===== config.mk =====
export PLATFORM = sky130hd
export DESIGN_NAME = dcache_direct_wb
export DESIGN_NICKNAME = d
export VERILOG_FILES = /design/src/rtl/dcache_pkg.sv /design/src/rtl/dcache_line_array.sv /design/src/rtl/dcache_direct_wb.sv
export SDC_FILE = /design/constraint.sdc
export NUM_CORES = 1
export LEC_CHECK = 0
export CAP_MARGIN = 20
export CORE_UTILIZATION = 45
export CTS_BUF_LIST = sky130_fd_sc_hd__clkbuf_16
export CTS_CLUSTER_SIZE = 10
export DETAILED_ROUTE_END_ITERATION = 10
export PLACE_DENSITY = 0.63
export SYNTH_ARGS = -nofsm -noshare
export SYNTH_HDL_FRONTEND = slang
export SYNTH_SLANG_ARGS = --single-unit

===== constraint.sdc =====
create_clock -name CLK -period 4.6 [get_ports CLK]
set_input_delay 1.15 -clock CLK [delete_from_list [all_inputs] [get_ports CLK]]
set_output_delay 1.15 -clock CLK [all_outputs]
set_load 0.005 [all_outputs]

===== src/rtl/dcache_pkg.sv =====
// Shared types and sizing helpers for the direct-mapped write-back data cache.
// Imported by the line array and the cache top.
package dcache_pkg;

    localparam int ADDR_W_DEF = 8;
    localparam int DATA_W_DEF = 8;
    localparam int LINES_DEF  = 8;
    localparam int WORDS_DEF  = 4;

    typedef enum logic [1:0] {
        IDLE      = 2'b00,
        WRITEBACK = 2'b01,
        FETCH     = 2'b10
    } state_t;

    // Ceiling log2, used for index/offset field widths.
    function automatic int log2(input int n);
        int r;
        r = 0;
        for (int i = 0; i < 31; i++)
            if ((1 << i) < n) r = i + 1;
        return r;
    endfunction

endpackage


===== src/rtl/dcache_line_array.sv =====
// Valid/dirty/tag/data storage for the cache, one line read combinationally.
// Word writes and block fills land on the addressed line at posedge.
module dcache_line_array
    import dcache_pkg::*;
#(
    parameter int LINES  = LINES_DEF,
    parameter int WORDS  = WORDS_DEF,
    parameter int DATA_W = DATA_W_DEF,
    parameter int TAG_W  = 3,
    parameter int IDX_W  = log2(LINES),
    parameter int OFF_W  = log2(WORDS)
) (
    input  logic                     CLK,
    input  logic                     RESET,
    input  logic [IDX_W-1:0]         idx,
    output logic                     valid,
    output logic                     dirty,
    output logic [TAG_W-1:0]         tag,
    output logic [DATA_W*WORDS-1:0]  block,
    input  logic                     word_we,
    input  logic [OFF_W-1:0]         word_off,
    input  logic [DATA_W-1:0]        word_data,
    input  logic                     fill_we,
    input  logic [TAG_W-1:0]         fill_tag,
    input  logic [DATA_W*WORDS-1:0]  fill_data
);

    logic [LINES-1:0]        valid_q;
    logic [LINES-1:0]        dirty_q;
    logic [TAG_W-1:0]        tag_q  [LINES];
    logic [DATA_W*WORDS-1:0] data_q [LINES];

    assign valid = valid_q[idx];
    assign dirty = dirty_q[idx];
    assign tag   = tag_q[idx];
    assign block = data_q[idx];

    // Line status: reset invalidates everything; fill makes a clean line.
    always_ff @(posedge CLK) begin
        if (!RESET) begin
            valid_q <= '0;
            dirty_q <= '0;
        end else if (fill_we) begin
            valid_q[idx] <= 1'b1;
            dirty_q[idx] <= 1'b0;
        end else if (word_we) begin
            dirty_q[idx] <= 1'b1;
        end
    end

    // Tag and data payload; left uninitialised, held frozen during reset.
    always_ff @(posedge CLK) begin
        if (RESET) begin
            if (fill_we) begin
                tag_q[idx]  <= fill_tag;
                data_q[idx] <= fill_data;
            end else if (word_we) begin
                data_q[idx][int'(word_off)*DATA_W +: DATA_W] <= word_data;
            end
        end
    end

endmodule


===== src/rtl/dcache_direct_wb.sv =====
// Direct-mapped write-back write-allocate data cache: FSM, hit logic, muxing.
// Hits are zero-latency; misses stall while whole blocks move to/from memory.
module dcache_direct_wb
    import dcache_pkg::*;
#(
    parameter int ADDR_W = ADDR_W_DEF,
    parameter int DATA_W = DATA_W_DEF,
    parameter int LINES  = LINES_DEF,
    parameter int WORDS  = WORDS_DEF
) (
    input  logic                             CLK,
    input  logic                             RESET,
    input  logic                             READ,
    input  logic                             WRITE,
    input  logic [ADDR_W-1:0]                ADDRESS,
    input  logic [DATA_W-1:0]                WRITEDATA,
    output logic [DATA_W-1:0]                READDATA,
    output logic                             BUSYWAIT,
    output logic                             MEM_READ,
    output logic                             MEM_WRITE,
    output logic [ADDR_W-log2(WORDS)-1:0]    MEM_ADDRESS,
    output logic [DATA_W*WORDS-1:0]          MEM_WRITEDATA,
    input  logic [DATA_W*WORDS-1:0]          MEM_READDATA,
    input  logic                             MEM_BUSYWAIT
);

    localparam int OFF_W = log2(WORDS);
    localparam int IDX_W = log2(LINES);
    localparam int TAG_W = ADDR_W - IDX_W - OFF_W;
    localparam int BLK_W = DATA_W * WORDS;

    state_t state_q;
    state_t state_d;

    logic [TAG_W-1:0]  req_tag;
    logic [IDX_W-1:0]  req_idx;
    logic [OFF_W-1:0]  req_off;
    logic              line_valid;
    logic              line_dirty;
    logic [TAG_W-1:0]  line_tag;
    logic [BLK_W-1:0]  line_block;
    logic [DATA_W-1:0] hit_word;
    logic              hit;
    logic              req;
    logic              word_we;
    logic              fill_we;

    assign req_tag  = ADDRESS[ADDR_W-1 -: TAG_W];
    assign req_idx  = ADDRESS[OFF_W +: IDX_W];
    assign req_off  = ADDRESS[OFF_W-1:0];
    assign hit      = line_valid && (line_tag == req_tag);
    assign req      = READ | WRITE;
    assign hit_word = line_block[int'(req_off)*DATA_W +: DATA_W];

    dcache_line_array #(
        .LINES  (LINES),
        .WORDS  (WORDS),
        .DATA_W (DATA_W),
        .TAG_W  (TAG_W),
        .IDX_W  (IDX_W),
        .OFF_W  (OFF_W)
    ) u_lines (
        .CLK       (CLK),
        .RESET     (RESET),
        .idx       (req_idx),
        .valid     (line_valid),
        .dirty     (line_dirty),
        .tag       (line_tag),
        .block     (line_block),
        .word_we   (word_we),
        .word_off  (req_off),
        .word_data (WRITEDATA),
        .fill_we   (fill_we),
        .fill_tag  (req_tag),
        .fill_data (MEM_READDATA)
    );

    // Controller state register; reset abandons any transfer in flight.
    always_ff @(posedge CLK) begin
        if (!RESET) state_q <= IDLE;
        else        state_q <= state_d;
    end

    // Next state, cpu handshake and memory strobes decoded from state.
    always_comb begin
        state_d       = state_q;
        READDATA      = '0;
        BUSYWAIT      = 1'b0;
        MEM_READ      = 1'b0;
        MEM_WRITE     = 1'b0;
        MEM_ADDRESS   = '0;
        MEM_WRITEDATA = '0;
        word_we       = 1'b0;
        fill_we       = 1'b0;
        unique case (state_q)
            IDLE: begin
                if (RESET && req) begin
                    if (hit) begin
                        if (READ) READDATA = hit_word;
                        else      word_we  = 1'b1;
                    end else begin
                        BUSYWAIT = 1'b1;
                        state_d  = (line_valid && line_dirty) ? WRITEBACK : FETCH;
                    end
                end
            end
            WRITEBACK: begin
                MEM_WRITE     = 1'b1;
                MEM_ADDRESS   = {line_tag, req_idx};
                MEM_WRITEDATA = line_block;
                BUSYWAIT      = RESET;
                if (!MEM_BUSYWAIT) state_d = FETCH;
            end
            FETCH: begin
                MEM_READ    = 1'b1;
                MEM_ADDRESS = {req_tag, req_idx};
                BUSYWAIT    = RESET;
                if (!MEM_BUSYWAIT) begin
                    fill_we = 1'b1;
                    state_d = IDLE;
                end
            end
            default: state_d = IDLE;
        endcase
    end

endmodule


==> flow_metrics.env <==
export IMPL_grt_first_pass_wirelength_um=57600
export IMPL_die_height_um=173
export IMPL_vdd_drop_max_v=0.000290
export IMPL_synth_seq_cells=298
export IMPL_clk_latency_ns=0.52
export IMPL_drc=0
export IMPL_rr_startpoint="u_lines.tag_q[3][0]$_DFFE_PP_"
export IMPL_power_mw=6.12
export IMPL_num_vias=8930
export IMPL_dr_pass1_iters=5
export IMPL_regArea_um2=8770
export IMPL_htree_levels=2
export IMPL_core_um2=28700
export IMPL_num_rows=62
export IMPL_numCtsBuffers=36
export IMPL_wl_um=39300
export IMPL_synth_top_flop_cell="edfxtp_1"
export IMPL_post_route_min_period_ns=4.58
export IMPL_drive_gt1_share_pct=29.1
export IMPL_powerDensity_nw_per_um2=360
export IMPL_initial_core_util_pct=45.6
export IMPL_holdPathEnd="u_lines.valid_q[5]$_SDFFE_PN0P_"
export IMPL_slew_headroom_pct=48.8
export IMPL_required_ns=3.45
export IMPL_finClkSkew_ns=0.0128
export IMPL_cp_max_fo=13
export IMPL_worstReg2RegEnd="u_lines.data_q[2][29]$_DFFE_PP_"
export IMPL_fmax_mhz=218
export IMPL_area_growth_pct=29.9
export IMPL_wl_per_cell_um=25.7
export IMPL_syn_nets=938
export IMPL_ys_seq_area_share_pct=66.9
export IMPL_drv_cap=0
export IMPL_dp_cells=1470
export IMPL_nets=1200
export IMPL_finalCritPeriodShare_pct=99.6
export IMPL_slew_viol_final=0
export IMPL_syn_instance_count=876
export IMPL_diodes=0
export IMPL_multi_input_area_um2=4140
export IMPL_grt_max_degree=24
export IMPL_via_per_inst=5.83
export IMPL_hold_buffers=0
export IMPL_leakage_nw=6.22
export IMPL_first_global_vias=8870
export IMPL_synth_async_reset_ratio_pct=0
export IMPL_worst_pin_slew_ns=0.758
export IMPL_cts_root_buf="clkbuf_16"
export IMPL_reg2reg_depth=9
export IMPL_synth_edf_count=280
export IMPL_r2r_slack_ns=1.31
export IMPL_drtIter0Drc=839
export IMPL_cts_sinks=298
export IMPL_min_path_cells=2
export IMPL_fin_cells=1532
export IMPL_final_antenna_net_count=0
export IMPL_syn_area_um2=13100
export IMPL_yosys_warnings=0
export IMPL_setup_violations_final=0
export IMPL_grt_use_total_pct=26.6
export IMPL_hold_path_class="reg -> reg"
export IMPL_hold_start="u_lines.valid_q[5]$_SDFFE_PN0P_"
export IMPL_die_area_um2=29800
export IMPL_hold_viol_final=0
export IMPL_io_pins=102
export IMPL_status="finished, final reports clean"
export IMPL_die_w_um=173
export IMPL_critPathLaunchType="input port"
export IMPL_gr_total_overflow=0
export IMPL_cts_reportedPaths_clkPinSlew_ns=0.05
export IMPL_cts_tree="done"
export IMPL_avgSynthCellArea_um2=15.0
export IMPL_worstSetupEndpointType="primary output"
export IMPL_critical_path_class="in -> out"
export IMPL_synth_cell_types=59
export IMPL_io_buffers=101
export IMPL_n_fill_cell=2245
export IMPL_crit_arrival_ns=3.43
export IMPL_clk_path_buf_depth=3
export IMPL_place_congestion=0.896
export IMPL_hpwl_um=27500
export IMPL_antenna_found_initial=1
report_power, final:
group	switching, mW	internal [mW]	total (mW)	leakage (nW)
clock	1.01	1.43	2.44	0.507
combinational	0.378	0.300	0.677	3.05
sequential	0.00778	2.99	3.00	2.66
total	1.40	4.72	6.12	6.22
layer usage:
layer  routed length, µm  GRT usage, %
met4                1450          10.2
met5                   0             0
met3                3970          5.01
met1               15500          36.1
met2               18400          42.6
timing repair:
action                                  4_1_cts  5_1_grt
pin swaps                                     5       11
endpoints found under the setup margin       12        5
setup buffers                                 7        8
cloned                                        0        0
resized for setup                            41       32
sequential cells by signal (all words and copies together) (netlist names), named ones only:
name / cells
state_q: 2
u_lines.tag_q: 24
u_lines.valid_q: 8
u_lines.data_q: 256
cell usage after synthesis (3+ instances only):
cell type | count | area share (%)
a41oi_2 | 11 | 1.4
nor2b_1 | 6 | 0.29
o22ai_1 | 12 | 0.57
inv_1 | 39 | 1.1
clkbuf_1 | 12 | 0.34
o211ai_1 | 5 | 0.29
ha_1 | 9 | 0.86
dfxtp_1 | 18 | 2.8
nand4_4 | 4 | 0.65
mux4_2 | 25 | 4.3
a22o_1 | 12 | 0.80
nor2_1 | 100 | 2.9
buf_4 | 4 | 0.23
mux2_2 | 29 | 2.5
nand2_1 | 57 | 1.6
a221oi_1 | 37 | 2.5
and2_1 | 21 | 1.0
xnor2_1 | 3 | 0.20
edfxtp_1 | 280 | 64
nor3_2 | 8 | 0.61
buf_1 | 5 | 0.14
o21ai_0 | 13 | 0.50
o221ai_1 | 4 | 0.27
a22oi_1 | 20 | 1.1
a21oi_1 | 9 | 0.34
mux2i_1 | 60 | 4.6
nor3b_1 | 5 | 0.29
buf_2 | 24 | 0.92
how the worst max path moves through the flow:
stage	startpoint	cells past startpoint	endpoint	slack [ns]
4_1_cts	ADDRESS[3]	10	BUSYWAIT	0.002
2_1_floorplan	ADDRESS[2]	8	READDATA[5]	0.42
3_5_place_dp	ADDRESS[3]	11	READDATA[1]	-0.32
6_report	ADDRESS[2]	13	READDATA[0]	0.02
3_3_place_gp	ADDRESS[3]	9	READDATA[5]	-0.27
5_1_grt	ADDRESS[2]	13	READDATA[0]	-0.03
cell families (layout without fill, tap and decap cells):
group | count (synthesis) | count (layout) | synth area share (%)
muxes | 117 | 117 | 11.7
and+or+nand+nor | 215 | 215 | 8.14
buffers and inverters | 90 | 362 | 3.12
adders and majority gates | 9 | 9 | 0.859
DFF | 298 | 298 | 66.9
AOI/OAI and AO/OA | 144 | 144 | 9.10
xor gates and xnor gates | 3 | 3 | 0.201
per-stage QoR:
| step | setup TNS, ns | worst slack [ns] | area, µm² | hold WS [ns] | util (%) |
|---|---|---|---|---|---|
| after floorplan | 0 | 0.417 | 13100 | 0.432 | - |
| after global placement | -1.96 | -0.269 | 15600 | 0.445 | 54.5 |
| after detailed placement | -2.28 | -0.317 | 15600 | 0.456 | 54.5 |
| after CTS | 0 | 0.00177 | 16800 | 0.468 | 58.6 |
| after global routing | -0.0424 | -0.0318 | 17000 | 0.485 | 59.3 |
| final | 0 | 0.0192 | 17000 | 0.464 | 59.3 |
worst max-delay path: stages:
cell and delay, ns:
buf_6 0.12, buf_12 0.15, and2_2 0.19, a22oi_1 0.23
a32oi_2 0.10, xnor2_1 0.17, nor4_4 0.34, nand4_4 0.18
buf_12 0.18, buf_12 0.12, buf_6 0.11, nor2_4 0.12
dlygate4sd2_1 0.24
layout make-up:
class | instances | area share [%]
multi-input combinational | 488 | 24.3
inverter | 42 | 0.948
tap | 384 | 2.82
clock inverter | 11 | 0.338
sequential | 298 | 51.5
clock buffer | 37 | 5.44
timing repair buffer | 272 | 14.6
cells in the final DEF, fill, tap and decap left out, drive strengths merged, types with 6 or more instances in the layout:
| master | instances |
|---|---|
| edfxtp | 280 |
| buf | 174 |
| nor2 | 101 |
| clkdlybuf4s50 | 90 |
| mux2i | 60 |
| nand2 | 57 |
| inv | 49 |
| clkbuf | 37 |
| a221oi | 37 |
| mux2 | 32 |
| mux4 | 25 |
| and2 | 22 |
| a22oi | 20 |
| dfxtp | 18 |
| o21ai | 13 |
| a22o | 12 |
| a41oi | 12 |
| o22ai | 12 |
| ha | 9 |
| nor3 | 9 |
| a21oi | 9 |
| dlygate4sd2 | 6 |
| nor2b | 6 |
No activity file was read; power rests on OpenSTA's default activity.
